===== src/rtl/tipi_xfer_ctrl.sv =====
// Sequencer for the four CPLD shift registers (RD/RC write, TD/TC read) with round-robin arbitration.
// Optional macro TIPI_XFER_CHANGE_DETECT_EN adds per-register change flags on TD/TC reads.
module tipi_xfer_ctrl #(
  parameter int DIV   = 2,
  parameter int SETUP = 1
) (
  input  logic       clk,
  input  logic       reset_n,
  input  logic [0:3] req,
  input  logic [0:7] wdata_rd,
  input  logic [0:7] wdata_rc,
  output logic [0:3] ack,
  output logic [0:7] rdata,
  output logic       busy,
  output logic [0:1] chg,
  output logic       r_clk,
  output logic       r_le,
  output logic       r_rt,
  output logic       r_dc,
  output logic       r_dout,
  input  logic       r_din
);

  // state | meaning
  // IDLE: arbitrate | SEL: hold r_rt/r_dc | LOAD: TD/TC parallel load | SHIFT: 8 bits | LATCH: RD/RC update | DONE: ack
  typedef enum logic [2:0] {S_IDLE, S_SEL, S_LOAD, S_SHIFT, S_LATCH, S_DONE} state_t;

  localparam int CMAX = (DIV > SETUP) ? DIV : SETUP;
  localparam int CW   = (CMAX > 1) ? $clog2(CMAX) : 1;
  localparam logic [CW-1:0] DIV_M1   = CW'(DIV - 1);
  localparam logic [CW-1:0] SETUP_M1 = CW'(SETUP - 1);
  localparam logic [CW-1:0] CNT_ONE  = CW'(1);

  state_t        state_q;
  logic [1:0]    ptr_q, idx_q;
  logic [CW-1:0] cnt_q;
  logic [2:0]    bit_q;
  logic          ph_q;
  logic [0:7]    sh_q;
  logic [0:3]    ack_q;
  logic [0:7]    rdata_q;
  logic          busy_q, r_clk_q, r_le_q, r_rt_q, r_dc_q, r_dout_q;
  logic          gnt_vld;
  logic [1:0]    gnt_idx;

`ifdef TIPI_XFER_CHANGE_DETECT_EN
  logic [0:1] chg_q;
  logic [0:7] last_q [0:1];
`endif

  // Scan from the farthest offset down so the nearest requester at/after ptr wins.
  always_comb begin
    gnt_vld = 1'b0;
    gnt_idx = ptr_q;
    for (int i = 3; i >= 0; i--) begin
      if (req[ptr_q + 2'(i)]) begin
        gnt_vld = 1'b1;
        gnt_idx = ptr_q + 2'(i);
      end
    end
  end

  always_ff @(posedge clk or negedge reset_n) begin
    if (!reset_n) begin
      state_q  <= S_IDLE;
      ptr_q    <= '0;
      idx_q    <= '0;
      cnt_q    <= '0;
      bit_q    <= '0;
      ph_q     <= 1'b0;
      sh_q     <= '0;
      ack_q    <= '0;
      rdata_q  <= '0;
      busy_q   <= 1'b0;
      r_clk_q  <= 1'b0;
      r_le_q   <= 1'b0;
      r_rt_q   <= 1'b0;
      r_dc_q   <= 1'b0;
      r_dout_q <= 1'b0;
`ifdef TIPI_XFER_CHANGE_DETECT_EN
      chg_q     <= '0;
      last_q[0] <= '0;
      last_q[1] <= '0;
`endif
    end else begin
      ack_q <= '0;
`ifdef TIPI_XFER_CHANGE_DETECT_EN
      chg_q <= '0;
`endif
      case (state_q)
        S_IDLE: begin
          if (gnt_vld) begin
            state_q <= S_SEL;
            idx_q   <= gnt_idx;
            ptr_q   <= gnt_idx + 2'd1;
            cnt_q   <= SETUP_M1;
            busy_q  <= 1'b1;
            r_rt_q  <= gnt_idx[1];
            r_dc_q  <= gnt_idx[0];
            sh_q    <= gnt_idx[0] ? wdata_rc : wdata_rd;
          end
        end
        S_SEL: begin
          if (cnt_q == '0) begin
            cnt_q <= DIV_M1;
            ph_q  <= 1'b0;
            bit_q <= '0;
            if (idx_q[1]) begin
              state_q <= S_LOAD;
              r_le_q  <= 1'b1;
            end else begin
              state_q  <= S_SHIFT;
              r_dout_q <= sh_q[0];
            end
          end else begin
            cnt_q <= cnt_q - CNT_ONE;
          end
        end
        S_LOAD: begin
          if (cnt_q == '0) begin
            cnt_q <= DIV_M1;
            if (!ph_q) begin
              ph_q   <= 1'b1;
              r_le_q <= 1'b0;
            end else begin
              ph_q    <= 1'b0;
              state_q <= S_SHIFT;
            end
          end else begin
            cnt_q <= cnt_q - CNT_ONE;
          end
        end
        S_SHIFT: begin
          if (cnt_q == '0) begin
            cnt_q <= DIV_M1;
            if (!ph_q) begin
              ph_q    <= 1'b1;
              r_clk_q <= 1'b1;
              sh_q    <= {sh_q[1:7], r_din};
            end else begin
              ph_q    <= 1'b0;
              r_clk_q <= 1'b0;
              if (bit_q == 3'd7) begin
                if (idx_q[1]) begin
                  state_q       <= S_DONE;
                  ack_q[idx_q]  <= 1'b1;
                  rdata_q       <= sh_q;
`ifdef TIPI_XFER_CHANGE_DETECT_EN
                  chg_q[idx_q[0]]  <= (sh_q != last_q[idx_q[0]]);
                  last_q[idx_q[0]] <= sh_q;
`endif
                end else begin
                  state_q <= S_LATCH;
                end
              end else begin
                bit_q <= bit_q + 3'd1;
                if (!idx_q[1]) r_dout_q <= sh_q[0];
              end
            end
          end else begin
            cnt_q <= cnt_q - CNT_ONE;
          end
        end
        S_LATCH: begin
          if (cnt_q == '0) begin
            cnt_q <= DIV_M1;
            if (!ph_q) begin
              ph_q   <= 1'b1;
              r_le_q <= 1'b1;
            end else begin
              ph_q         <= 1'b0;
              r_le_q       <= 1'b0;
              state_q      <= S_DONE;
              ack_q[idx_q] <= 1'b1;
            end
          end else begin
            cnt_q <= cnt_q - CNT_ONE;
          end
        end
        S_DONE: begin
          state_q  <= S_IDLE;
          busy_q   <= 1'b0;
          r_rt_q   <= 1'b0;
          r_dc_q   <= 1'b0;
          r_dout_q <= 1'b0;
        end
        default: state_q <= S_IDLE;
      endcase
    end
  end

  assign ack    = ack_q;
  assign rdata  = rdata_q;
  assign busy   = busy_q;
  assign r_clk  = r_clk_q;
  assign r_le   = r_le_q;
  assign r_rt   = r_rt_q;
  assign r_dc   = r_dc_q;
  assign r_dout = r_dout_q;
`ifdef TIPI_XFER_CHANGE_DETECT_EN
  assign chg = chg_q;
`else
  assign chg = 2'b00;
`endif

endmodule

===== config.mk =====
export PLATFORM = sky130hd
export DESIGN_NAME = tipi_xfer_ctrl
export DESIGN_NICKNAME = d
export VERILOG_FILES = /design/src/rtl/tipi_xfer_ctrl.sv
export SDC_FILE = /design/constraint.sdc
export NUM_CORES = 1
export LEC_CHECK = 0
export ABC_AREA = 1
export ABC_CLOCK_PERIOD_IN_PS = 4400
export CAP_MARGIN = 40
export CELL_PAD_IN_SITES_DETAIL_PLACEMENT = 1
export CELL_PAD_IN_SITES_GLOBAL_PLACEMENT = 2
export CORE_ASPECT_RATIO = 1.5
export CORE_MARGIN = 8
export CORE_UTILIZATION = 31
export DETAILED_ROUTE_END_ITERATION = 12
export GPL_ROUTABILITY_DRIVEN = 0
export MAX_ROUTING_LAYER = met4
export PLACE_DENSITY = 0.95
export SLEW_MARGIN = 20
export SYNTH_ARGS = -nofsm -noshare
export SYNTH_HDL_FRONTEND = slang
export SYNTH_SLANG_ARGS = --single-unit
export TNS_END_PERCENT = 1

===== constraint.sdc =====
create_clock -name clk -period 4.4 [get_ports clk]
set_clock_uncertainty 0.2 [all_clocks]
set_input_delay 0.44 -clock clk [delete_from_list [all_inputs] [get_ports clk]]
set_output_delay 0.44 -clock clk [all_outputs]
set_load 0.01 [all_outputs]

==> flow_summary.rst, run 1 <==
.. list-table::
   :header-rows: 1

   * - Metric
     - Value
   * - Outcome
     - finished clean
   * - Starting density of the core
     - 31.9%
   * - Post-placement cell area
     - 2650 um2
   * - Kind of start point of the critical path
     - flip-flop
   * - Chip height
     - 119 um
   * - Cell chosen for the clock root
     - sky130_fd_sc_hd__clkbuf_8
   * - Placed Cells
     - 406
   * - Worst Setup Path Type
     - flip-flop to flip-flop
   * - Mapped Cells
     - 294
   * - Number of inserted diodes
     - 0
   * - Maximum number of pins on one net before global-route repair
     - 28
   * - Critical hold path startpoint
     - idx_q[0]$_DFFE_PN0P_
   * - Per-instance average area after synthesis
     - 7.43 um2
   * - Setup slack of the most critical reg-to-reg path
     - 2110 ps
   * - CORE AREA
     - 6850 um2
   * - Layout net count
     - 361
   * - Most frequent cells after synthesis
     - sky130_fd_sc_hd__nand2_1 (103), sky130_fd_sc_hd__dfrtp_1 (38), sky130_fd_sc_hd__nand3_1 (30), sky130_fd_sc_hd__inv_1 (28), sky130_fd_sc_hd__o21ai_0 (18)
   * - Post-cts sizing count
     - 0
   * - Detailed-route wire length per cell
     - 14.7 um
   * - Startpoint of the worst register-to-register path
     - ptr_q[0]$_DFFE_PN0P_
   * - Netlist area before placement
     - 2180 um2
   * - Required time worst endpoint
     - 4390 ps
   * - Achievable frequency
     - 437 MHz
   * - Minimum clock period after layout
     - 2290 ps
   * - Area Growth Syn to Fin
     - 26.6%
   * - Sequential cell area fraction in the yosys report
     - 43.5%
   * - Total setup violations reported at the end of the flow
     - 0
   * - Met3 Wirelength
     - 201 um
   * - Detail-routed via count per cell
     - 4.96
   * - Number of flops mapped to enable cells by yosys
     - 0
   * - Flop and latch count out of synthesis
     - 38
   * - Proportion of layout cells with a drive suffix above 1
     - 11.3%
   * - Sum Neg Setup Slack
     - 0 ps
   * - Crit path arrival time
     - 2280 ps
   * - Met2 routed WL
     - 3340 um
   * - Terminus of the critical flop-to-flop path
     - sh_q[4]$_DFFE_PN0P_
   * - Ratio of final minimum period to clock period
     - 52.0%
   * - Setup slack after placement
     - 1930 ps
   * - Most prevalent standard cell on the critical path
     - sky130_fd_sc_hd__nand2_1
   * - Placement row count
     - 37
   * - Initial antenna violation count
     - 0
   * - Leak Pwr
     - 1.37 nW
   * - Die width
     - 84.5 um
   * - Peak ir drop on the vdd network
     - 0.311 mV
   * - Clk Latency, worst-skew pair
     - 290 ps
   * - DRT Wirelength
     - 6110 um
   * - Top-Level Pins
     - 43
   * - Setup repair after global routing missed its margin
     - false
   * - Final Worst Setup Slack
     - 2110 ps
   * - Area of all placed cells without fillers
     - 2770 um2
   * - Detailed placer's ending HPWL
     - 4850 um
   * - Critical-path cell with the highest stage delay
     - sky130_fd_sc_hd__dfrtp_1
   * - Non-filler instance count after layout
     - 415
   * - Remaining routing DRC violations
     - 0
   * - TritonCTS clock tree
     - done
   * - Iteration-0 DRC Markers
     - 77
   * - Crit-path max cell delay
     - 620 ps
   * - Power per cell area
     - 720 nW/um2
   * - Clock Tree Buf Depth
     - 2
   * - Count of vias placed by the detailed router
     - 2059
   * - Number of hold violations in the final report
     - 0
   * - Library cell with the largest summed area after synthesis
     - sky130_fd_sc_hd__dfrtp_1
   * - Uppermost metal layer occupied by signal nets
     - met4
   * - Sum of internal, switching and leakage power
     - 1.99 mW
   * - Top FF cell, synth
     - sky130_fd_sc_hd__dfrtp_1
   * - Classification of the worst-slack hold path
     - flip-flop to flip-flop
   * - Die outline area
     - 10000 um2
   * - Endpoint of the worst hold path
     - ack[2]$_DFF_PN0_
   * - Clock sink total
     - 38
   * - Most frequently used cell type in the post-synthesis netlist
     - sky130_fd_sc_hd__nand2_1
   * - Reg2Reg Depth
     - 11
   * - Yosys warns
     - 0
   * - Clock transition time at the flip-flop clock pins of the worst setup and hold paths
     - 80 ps
   * - Final core area utilization
     - 40.4%
   * - Maximum Capacitance Violations
     - 0
   * - Worst Path Max Fanout
     - 16
   * - Vias in the first global route
     - 2233
   * - Critical path endpoint category
     - flip-flop
   * - Share of synthesized registers carrying an async set or reset
     - 100%
   * - CTS Buf Count
     - 5
   * - Met1 WL
     - 2460 um
   * - Number of buffer cells added on primary ports
     - 40
   * - Number of cells on the worst hold path
     - 1
   * - Global route total overflow
     - 0
   * - First-pass GRT wire length
     - 10700 um
   * - Worst Hold Margin
     - 259 ps
   * - Ordered cell list for the critical path
     - inv_2 > nand2_1 > nand2_1 > nand2_1 > nand2_2 > nor2_2 > nand4_2 > nand2_2 > a21oi_1 > nand2_1 > nand2_1
   * - Number of max-slew violations in the final report
     - 0
   * - Top area cells in the synthesized netlist
     - sky130_fd_sc_hd__dfrtp_1 (44%), sky130_fd_sc_hd__nand2_1 (18%), sky130_fd_sc_hd__nand3_1 (6.9%)
   * - Synth top area share
     - 43.5%
   * - Distinct cell type count after synthesis
     - 33
   * - H-tree level count
     - 2
   * - Drt first pass iters
     - 4
   * - Overall track demand over capacity in global routing
     - 13.4%
   * - Number of antenna-violating nets in the routed design
     - 0
==> sequential cells by signal (all words and copies together) (netlist names), 2 cells and up <==
| name | cells |
|---|---|
| ack | 4 |
| bit_q | 3 |
| idx_q | 2 |
| rdata | 8 |
| ptr_q | 2 |
| state_q | 3 |
| sh_q | 8 |
==> how the worst max path moves through the flow <==
stage                    startpoint                  end  slack [ps]  cells past startpoint
6_report       ptr_q[0]$_DFFE_PN0P_  sh_q[4]$_DFFE_PN0P_        2110                     11
5_1_grt        ptr_q[0]$_DFFE_PN0P_  sh_q[5]$_DFFE_PN0P_        1880                     11
4_1_cts        ptr_q[0]$_DFFE_PN0P_  sh_q[4]$_DFFE_PN0P_        2060                     11
3_3_place_gp                 req[3]  sh_q[3]$_DFFE_PN0P_        2010                     14
3_5_place_dp                 req[3]  sh_q[4]$_DFFE_PN0P_        1930                     14
2_1_floorplan  ptr_q[0]$_DFFE_PN0P_  sh_q[0]$_DFFE_PN0P_        2670                     12
==> critical path, delay by kind of cell, from the launching register on <==
| family | cells | cell delay (ps) |
|---|---|---|
| AO/OA/AOI/OAI | 1 | 80 |
| buffers and inverters | 1 | 180 |
| flip-flops | 1 | 620 |
| AND/OR/NAND/NOR | 9 | 1100 |
==> cells by family (layout without fill, tap and decap cells) <==
| group | Yosys count | count (layout) | synth area share (%) |
|---|---|---|---|
| flops | 38 | 38 | 43.5 |
| buf+inv | 45 | 87 | 8.88 |
| mux | 1 | 1 | 0.515 |
| compound gates | 39 | 39 | 9.74 |
| fa+ha+maj | 2 | 2 | 1.15 |
| other cells | 1 | 2 | 0.172 |
| simple gates | 168 | 168 | 36.0 |
==> metal layers <==
metal,vias up,track usage [%]
met1,996,13.5
met3,5,2.75
met4,0,5.60
li1,1023,-
met5,-,-
met2,35,24.6
==> power by group <==
part	internal (mW)	switching, mW
clock	0.167	0.125
combinational	0.381	0.751
sequential	0.463	0.103
total	1.01	0.979
==> repair_timing <==
item,in CTS,in global routing
setup buffers,0,0
hold buffers,1,0
hold endpoints to repair,11,0
==> cell usage in the layout (no fill, tap or decap), types with 2 or more instances in the layout <==
master / n
sky130_fd_sc_hd__a21oi_1: 10
sky130_fd_sc_hd__inv_1: 28
sky130_fd_sc_hd__o21ai_0: 18
sky130_fd_sc_hd__nor2_1: 13
sky130_fd_sc_hd__nand3_1: 30
sky130_fd_sc_hd__nor3_1: 2
sky130_fd_sc_hd__o21ai_1: 4
sky130_fd_sc_hd__ha_1: 2
sky130_fd_sc_hd__nor2_2: 3
sky130_fd_sc_hd__dfrtp_1: 38
sky130_fd_sc_hd__clkinv_2: 2
sky130_fd_sc_hd__nand2_4: 4
sky130_fd_sc_hd__o211ai_1: 2
sky130_fd_sc_hd__clkdlybuf4s50_1: 39
sky130_fd_sc_hd__nand4_1: 2
sky130_fd_sc_hd__nor2_4: 2
sky130_fd_sc_hd__clkbuf_8: 5
sky130_fd_sc_hd__conb_1: 2
sky130_fd_sc_hd__nand2_2: 5
sky130_fd_sc_hd__nand2_1: 103
sky130_fd_sc_hd__inv_2: 8
==> final cells by class <==
class	instances	area [um2]
Clock buffer	5	68.8
Sequential cell	38	951
Multi-Input combinational cell	212	1040
Fill cell	881	4090
Timing Repair Buffer	42	425
Tap cell	78	97.6
Inverter	37	139
Clock inverter	3	40.0
(Power assumes the default switching activity.)
==> inputs of run 2 (changes only) <==
--- a/config.mk
+++ b/config.mk
@@ -6,17 +6,17 @@
 export NUM_CORES = 1
 export LEC_CHECK = 0
 export ABC_AREA = 1
-export ABC_CLOCK_PERIOD_IN_PS = 4400
+export ABC_CLOCK_PERIOD_IN_PS = 2200
 export CAP_MARGIN = 40
 export CELL_PAD_IN_SITES_DETAIL_PLACEMENT = 1
 export CELL_PAD_IN_SITES_GLOBAL_PLACEMENT = 2
 export CORE_ASPECT_RATIO = 1.5
 export CORE_MARGIN = 8
-export CORE_UTILIZATION = 31
+export CORE_UTILIZATION = 29
 export DETAILED_ROUTE_END_ITERATION = 12
 export GPL_ROUTABILITY_DRIVEN = 0
 export MAX_ROUTING_LAYER = met4
-export PLACE_DENSITY = 0.95
+export PLACE_DENSITY = 0.91
 export SLEW_MARGIN = 20
 export SYNTH_ARGS = -nofsm -noshare
 export SYNTH_HDL_FRONTEND = slang
==> constraint.sdc (replaced) <==
create_clock -name clk -period 2.2 [get_ports clk]
set_clock_uncertainty 0.2 [all_clocks]
set_input_delay 0.22 -clock clk [delete_from_list [all_inputs] [get_ports clk]]
set_output_delay 0.22 -clock clk [all_outputs]
set_load 0.01 [all_outputs]
==> run 2 against run 1 <==
Total power grew 110%. Combinational power is 120% higher. Count of clock-buffer cells in the layout rose by 1. Worst setup slack got worse by 1900 ps. Utilization fell by 1.3 points. Wire length decreased by 1.0%. Die area is 5.8% higher.
==> flow_summary.rst, run 2 (synthesized netlist as in run 1, its figures left out) <==
.. list-table::
   :header-rows: 1

   * - Metric
     - Value
   * - Outcome
     - finished clean
   * - Iteration-0 DRC Markers
     - 65 (-16%)
   * - Vias in the first global route
     - 2227 (-0.27%)
   * - Detailed-route wire length per cell
     - 13.5 um (-8.1%)
   * - Sum Neg Setup Slack
     - 0 ps (unchanged)
   * - Placement row count
     - 39 (+5.4%)
   * - Classification of the worst-slack hold path
     - input pin to async pin
   * - Layout net count
     - 371 (+2.8%)
   * - Critical path endpoint category
     - flip-flop
   * - Placed Cells
     - 440 (+8.4%)
   * - Detail-routed via count per cell
     - 4.64 (-6.6%)
   * - Drt first pass iters
     - 4 (unchanged)
   * - Area of the multi-input gates
     - 1040 um2 (unchanged)
   * - Proportion of power drawn by the clock network
     - 16.4% (+1.7 points)
   * - Starting density of the core
     - 29.3% (-2.6 points)
   * - Most used cells in the layout excluding fill and tap cells
     - sky130_fd_sc_hd__nand2_1 (103), sky130_fd_sc_hd__clkdlybuf4s50_1 (39), sky130_fd_sc_hd__dfrtp_1 (37)
   * - Overall track demand over capacity in global routing
     - 12.7% (-0.76 points)
   * - Number of antenna-violating nets in the routed design
     - 0 (unchanged)
   * - Kind of start point of the critical path
     - flip-flop
   * - Clk Latency, worst-skew pair
     - 280 ps (about the same)
   * - First-pass GRT wire length
     - 10200 um (-4.6%)
   * - Count of vias placed by the detailed router
     - 2072 (+0.63%)
   * - Setup repair after global routing missed its margin
     - false
   * - CTS Buf Count
     - 5 (unchanged)
   * - Peak ir drop on the vdd network
     - 0.651 mV (+110%)
   * - Setup slack after placement
     - 76.1 ps (-1860 ps)
   * - Sw frac
     - 46.3% (-2.9 points)
   * - Maximum number of pins on one net before global-route repair
     - 24 (-14%)
   * - Sum of internal, switching and leakage power
     - 4.25 mW (+110%)
   * - Worst path bufs/invs
     - 2 (+1)
   * - Internal power component
     - 2.28 mW (+130%)
   * - Combinational share of power
     - 57.2% (+0.3 points)
   * - DRT Wirelength
     - 6040 um (-1.0%)
   * - CORE AREA
     - 7470 um2 (+9.0%)
   * - Ordered cell list for the critical path
     - inv_1 > nand2_1 > nand2_1 > nand2_1 > nand2_1 > inv_2 > nand2_4 > nand2_2 > nand2_4 > nand2_4 > nand2_1 > nand3_1 > nand2_1 > nand2_1
   * - Number of hold violations in the final report
     - 0 (unchanged)
   * - Die width
     - 86.9 um (+2.8%)
   * - TritonCTS clock tree
     - done
   * - Non-filler instance count after layout
     - 447 (+7.7%)
   * - Number of inserted diodes
     - 0 (unchanged)
   * - Reg2Reg Depth
     - 14 (+3)
   * - Minimum clock period after layout
     - 2030 ps (-259 ps)
   * - Switching power
     - 1.97 mW (+100%)
   * - H-tree level count
     - 2 (unchanged)
   * - Worst Path Max Fanout
     - 10 (-6)
   * - Clock sink total
     - 38 (unchanged)
   * - Critical-path cell with the highest stage delay
     - sky130_fd_sc_hd__dfrtp_1
   * - Count of cell instances traversed by the critical path
     - 14 (+3)
   * - Most common cell after layout, fill and taps aside
     - sky130_fd_sc_hd__nand2_1
   * - Proportion of layout cells with a drive suffix above 1
     - 13.6% (+2.3 points)
   * - Final Worst Setup Slack
     - 171 ps (-1940 ps)
   * - Worst Setup Path Type
     - flip-flop to flip-flop
   * - Sequential cell area
     - 952 um2 (+0.13%)
   * - Crit-path max cell delay
     - 440 ps (-180 ps)
   * - Ratio of final minimum period to clock period
     - 92.2% (+40 points)
   * - Chip height
     - 122 um (+2.9%)
   * - Remaining routing DRC violations
     - 0 (unchanged)
   * - Fillers
     - 934 (+6.0%)
   * - Final core area utilization
     - 39.0% (-1.3 points)
   * - Initial antenna violation count
     - 0 (unchanged)
   * - Detailed placer's ending HPWL
     - 4850 um (about the same)
   * - Die outline area
     - 10600 um2 (+5.8%)
   * - Clock Tree Buf Depth
     - 2 (unchanged)
   * - Worst path top cell family by delay
     - simple AND/OR/NAND/NOR gates
   * - Global route total overflow
     - 0 (unchanged)
   * - Startpoint of the worst register-to-register path
     - ptr_q[1]$_DFFE_PN0P_
   * - Total setup violations reported at the end of the flow
     - 0 (unchanged)
   * - Worst setup path start
     - ptr_q[1]$_DFFE_PN0P_
   * - Number of max-slew violations in the final report
     - 0 (unchanged)
   * - Clock transition time at the flip-flop clock pins of the worst setup and hold paths
     - 60 ps (-20 ps)
   * - Maximum Capacitance Violations
     - 0 (unchanged)
   * - Top-Level Pins
     - 43 (unchanged)
   * - Required time worst endpoint
     - 2170 ps (-2220 ps)
   * - Leak Pwr
     - 1.43 nW (+4.6%)
   * - Most prevalent standard cell on the critical path
     - sky130_fd_sc_hd__nand2_1
   * - Seq pwr share
     - 26.4% (-2.0 points)
   * - Number of buffer cells added on primary ports
     - 40 (unchanged)
   * - Cell chosen for the clock root
     - sky130_fd_sc_hd__clkbuf_16
   * - Crit path arrival time
     - 2000 ps (-280 ps)
   * - Achievable frequency
     - 493 MHz (+13%)
   * - Area Growth Syn to Fin
     - 33.4%
   * - Power per cell area
     - 1460 nW/um2 (+100%)
run 2: final timing paths:
path / slack (ps) / endpoint
worst min-delay path: 190 / r_le$_DFFE_PN0P_
worst max-delay path: 170 / sh_q[2]$_DFFE_PN0P_
worst max register to register: 170 / sh_q[2]$_DFFE_PN0P_
max in group asynchronous: 1140 / ptr_q[0]$_DFFE_PN0P_
worst min register to register: 260 / ack[2]$_DFF_PN0_
min in group clk: 260 / ack[2]$_DFF_PN0_
run 2: metrics by stage:
stage	hold WS [ps]	instance area, um2
2_1_floorplan	-276	2190
3_3_place_gp	178	2740
3_5_place_dp	-34.6	2760
4_1_cts	212	2910
5_1_grt	223	2910
6_report	193	2910
run 2: layout make-up:
| type | count | area share (%) |
|---|---|---|
| Multi-Input combinational cell | 212 | 35.8 |
| Tap cell | 102 | 4.38 |
| Timing Repair Buffer | 52 | 17.6 |
| Inverter | 37 | 4.77 |
| Sequential cell | 38 | 32.7 |
| Clock buffer | 6 | 4.77 |
run 2: repair_timing:
action                     4_1_cts  5_1_grt
setup buffers                    0        0
hold endpoints to repair        23        0
setup endpoints to repair        0        9
gates resized for setup          0        1
hold buffers                     1        0
run 2: power groups by stage:
stage / Clock [mW] / Combinational (mW) / Sequential, mW
2_1_floorplan: 0 / 1.76 / 1.07
3_3_place_gp: 0 / 2.40 / 1.12
3_5_place_dp: 0 / 2.45 / 1.13
4_1_cts: 0.722 / 2.48 / 1.12
5_1_grt: 0.750 / 2.76 / 1.16
6_report: 0.698 / 2.43 / 1.12
run 2: per-layer routing:
metal / global-route usage, % / share of wire, %
met5: - / 0
met4: 5.74 / 1.9
met3: 2.08 / 2.3
met2: 23.7 / 56
met1: 12.4 / 40
==> inputs of run 3 (changes only) <==
--- a/config.mk
+++ b/config.mk
@@ -11,7 +11,7 @@
 export CELL_PAD_IN_SITES_DETAIL_PLACEMENT = 1
 export CELL_PAD_IN_SITES_GLOBAL_PLACEMENT = 2
 export CORE_ASPECT_RATIO = 1.5
-export CORE_MARGIN = 8
+export CORE_MARGIN = 2
 export CORE_UTILIZATION = 29
 export DETAILED_ROUTE_END_ITERATION = 12
 export GPL_ROUTABILITY_DRIVEN = 0
==> run 3 against run 2 <==
Critical endpoint is now ptr_q[1]$_DFFE_PN0P_. Count of clock-buffer cells in the layout down 1. Combinational power down 2%. Die area down 22%. Largest power group unchanged. Total power down 3.0%. Clock power down 14%. Sequential share of layout area up 0.66 points. Utilization up 0.24 points. Via count up 0.34%. Design area down 2.0%. Worst setup slack worse by 2.8 ps. Non-clock buffer count unchanged.
==> flow_summary.rst, run 3 (synthesized netlist as in run 1, its figures left out) <==
.. list-table::
   :header-rows: 1

   * - Metric
     - Value
   * - Power per cell area
     - 1440 nW/um2 (-1.1%)
   * - Number of antenna-violating nets in the routed design
     - 0 (unchanged)
   * - Area Growth Syn to Fin
     - 30.8%
   * - H-tree level count
     - 2 (unchanged)
   * - Clock Tree Buf Depth
     - 2 (unchanged)
   * - Layout net count
     - 371 (unchanged)
   * - Number of inserted diodes
     - 0 (unchanged)
   * - Maximum number of pins on one net before global-route repair
     - 39 (+63%)
   * - Endpoint of the worst hold path
     - ack[2]$_DFF_PN0_
   * - Seq pwr share
     - 27.3% (+0.9 points)
   * - Overall track demand over capacity in global routing
     - 16.4% (+3.7 points)
   * - Detail-routed via count per cell
     - 4.65 (+0.34%)
   * - Global route total overflow
     - 0 (unchanged)
   * - Kind of start point of the critical path
     - flip-flop
   * - Placed Cells
     - 435 (-1.1%)
   * - CORE AREA
     - 7270 um2 (-2.6%)
   * - DRT Wirelength
     - 5900 um (-2.3%)
   * - Most used cells in the layout excluding fill and tap cells
     - sky130_fd_sc_hd__nand2_1 (103), sky130_fd_sc_hd__clkdlybuf4s50_1 (39), sky130_fd_sc_hd__dfrtp_1 (37)
   * - Minimum clock period after layout
     - 2030 ps (+2.77 ps)
   * - CTS Buf Count
     - 5 (unchanged)
   * - Combinational share of power
     - 58.2% (+1.0 points)
   * - Number of buffer cells added on primary ports
     - 40 (unchanged)
   * - Reg2Reg Depth
     - 15 (+1)
   * - Switching power
     - 2.00 mW (+1.5%)
   * - Worst Setup Path Type
     - flip-flop to flip-flop
   * - Initial antenna violation count
     - 0 (unchanged)
   * - Internal power component
     - 2.12 mW (-7.0%)
   * - Iteration-0 DRC Markers
     - 95 (+46%)
   * - Outcome
     - finished clean
   * - Number of cells on the worst hold path
     - 1
   * - Terminus of the critical flop-to-flop path
     - ptr_q[1]$_DFFE_PN0P_
   * - Detailed-route wire length per cell
     - 13.2 um (-2.3%)
   * - Vias in the first global route
     - 2226 (-0.045%)
   * - Clock transition time at the flip-flop clock pins of the worst setup and hold paths
     - 80 ps (+20 ps)
   * - Classification of the worst-slack hold path
     - flip-flop to flip-flop
   * - Worst Path Max Fanout
     - 10 (unchanged)
   * - Die outline area
     - 8260 um2 (-22%)
   * - Clk Latency, worst-skew pair
     - 300 ps (+20 ps)
   * - Proportion of layout cells with a drive suffix above 1
     - 14.4% (+0.79 points)
   * - Top-Level Pins
     - 43 (unchanged)
   * - Count of vias placed by the detailed router
     - 2079 (+0.34%)
   * - Startpoint of the worst register-to-register path
     - ptr_q[0]$_DFFE_PN0P_
   * - Ordered cell list for the critical path
     - buf_4 > nand2_1 > nand3_1 > nand2_1 > clkinv_1 > nand2_2 > nand2_4 > nand2_2 > nand2_4 > nand2_4 > nor2_4 > inv_2 > nand2_1 > nand2_1 > inv_1
   * - Drt first pass iters
     - 4 (unchanged)
   * - Sum of internal, switching and leakage power
     - 4.12 mW (-3.0%)
   * - Achievable frequency
     - 492 MHz (-0.14%)
   * - Most prevalent standard cell on the critical path
     - sky130_fd_sc_hd__nand2_1
   * - Chip height
     - 110 um (-9.8%)
   * - TritonCTS clock tree
     - done
   * - Placement row count
     - 38 (-2.6%)
   * - Die width
     - 74.9 um (-14%)
   * - Cell chosen for the clock root
     - sky130_fd_sc_hd__clkbuf_8
   * - Number of max-slew violations in the final report
     - 0 (unchanged)
   * - Proportion of power drawn by the clock network
     - 14.5% (-1.9 points)
   * - Leak Pwr
     - 1.41 nW (-1.5%)
   * - Critical-path cell with the highest stage delay
     - sky130_fd_sc_hd__dfrtp_2
   * - First-pass GRT wire length
     - 10100 um (-0.73%)
   * - Most common cell after layout, fill and taps aside
     - sky130_fd_sc_hd__nand2_1
   * - Worst Hold Margin
     - 273 ps (+79.4 ps)
   * - Critical hold path startpoint
     - idx_q[0]$_DFFE_PN0P_
   * - Crit-path max cell delay
     - 460 ps (+20 ps)
   * - Ratio of final minimum period to clock period
     - 92.4% (+0.13 points)
   * - Non-filler instance count after layout
     - 447 (unchanged)
   * - Final Worst Setup Slack
     - 168 ps (-2.77 ps)
   * - Maximum Capacitance Violations
     - 0 (unchanged)
   * - Remaining routing DRC violations
     - 0 (unchanged)
   * - Critical path endpoint category
     - flip-flop
   * - Starting density of the core
     - 30.0% (+0.77 points)
   * - Crit path arrival time
     - 2030 ps (+30 ps)
   * - Total setup violations reported at the end of the flow
     - 0 (unchanged)
   * - Number of hold violations in the final report
     - 0 (unchanged)
   * - Clock sink total
     - 38 (unchanged)
   * - Required time worst endpoint
     - 2200 ps (+30 ps)
   * - Peak ir drop on the vdd network
     - 0.570 mV (-12%)
   * - Setup repair after global routing missed its margin
     - false
   * - Sw frac
     - 48.5% (+2.2 points)
   * - Setup slack after placement
     - -5.79 ps (-81.9 ps)
   * - Detailed placer's ending HPWL
     - 4550 um (-6.1%)
   * - Setup slack of the most critical reg-to-reg path
     - 170 ps (about the same)
run 3: cell count changes in the layout (fill, tap and decap cells not counted):
cell	change
sky130_fd_sc_hd__inv_2	+1
sky130_fd_sc_hd__buf_12	-2
sky130_fd_sc_hd__bufinv_16	+1
sky130_fd_sc_hd__clkbuf_8	+4
sky130_fd_sc_hd__buf_4	+2
sky130_fd_sc_hd__clkinv_2	+2
sky130_fd_sc_hd__inv_1	-1
sky130_fd_sc_hd__clkbuf_16	-5
run 3: through the flow:
| stage | util, % | cell area, um2 | TNS [ps] |
|---|---|---|---|
| after global placement | 37.3 | 2710 | 0 |
| after detailed placement | 37.3 | 2710 | -5.79 |
| after CTS | 39.0 | 2830 | 0 |
| after floorplan | - | 2190 | 0 |
| final | 39.3 | 2860 | 0 |
| after global routing | 39.3 | 2860 | 0 |
run 3: area by class of cell:
cell class	count	area [um2]
Fill cell	925	4420
Multi-Input combinational cell	212	1040
Sequential cell	38	952
Timing Repair Buffer	52	488
Inverter	37	139
Tap cell	100	125
Clock buffer	5	68.8
Clock inverter	3	40.0
run 3: worst max path at each step:
stage                                 to  slack (ps)  depth (start not counted)            startpoint
detailed placement  ptr_q[1]$_DFFE_PN0P_          -6                         15  ptr_q[0]$_DFFE_PN0P_
finish              ptr_q[1]$_DFFE_PN0P_         170                         15  ptr_q[0]$_DFFE_PN0P_
CTS                 ptr_q[1]$_DFFE_PN0P_         130                         15  ptr_q[0]$_DFFE_PN0P_
global route        ptr_q[1]$_DFFE_PN0P_           1                         15  ptr_q[0]$_DFFE_PN0P_
global placement    ptr_q[0]$_DFFE_PN0P_          40                         13  ptr_q[0]$_DFFE_PN0P_
floorplan            sh_q[0]$_DFFE_PN0P_         470                         12  ptr_q[0]$_DFFE_PN0P_
run 3: per-layer routing:
metal / track usage, % / routed length (um) / share of wire (%) / vias up
li1: - / - / - / 1040
met1: 17.9 / 2410 / 41 / 1001
met2: 28.8 / 3230 / 55 / 28
met3: 2.91 / 137 / 2.3 / 10
met4: 7.02 / 133 / 2.3 / 0
met5: - / 0 / 0 / -
run 3: worst max-delay path, delay by kind of cell, from the launching register on:
kind / cells / cell delay [ps]
buf+inv: 4 / 340
flops: 1 / 460
simple gates: 11 / 930
run 3: what timing repair did:
action                                  in CTS  in global routing
setup buffers                                0                  3
hold buffers                                 1                  0
endpoints found under the setup margin       5                  9
endpoints found under the hold margin       38                  0
resized for setup                            1                  1
run 3: power by group through the flow:
stage,logic [mW],clock network (mW),registers (mW)
after global routing,2.77,0.638,1.16
final,2.39,0.597,1.13
after global placement,2.28,0,1.14
after floorplan,1.76,0,1.07
after detailed placement,2.35,0,1.15
after CTS,2.39,0.614,1.14
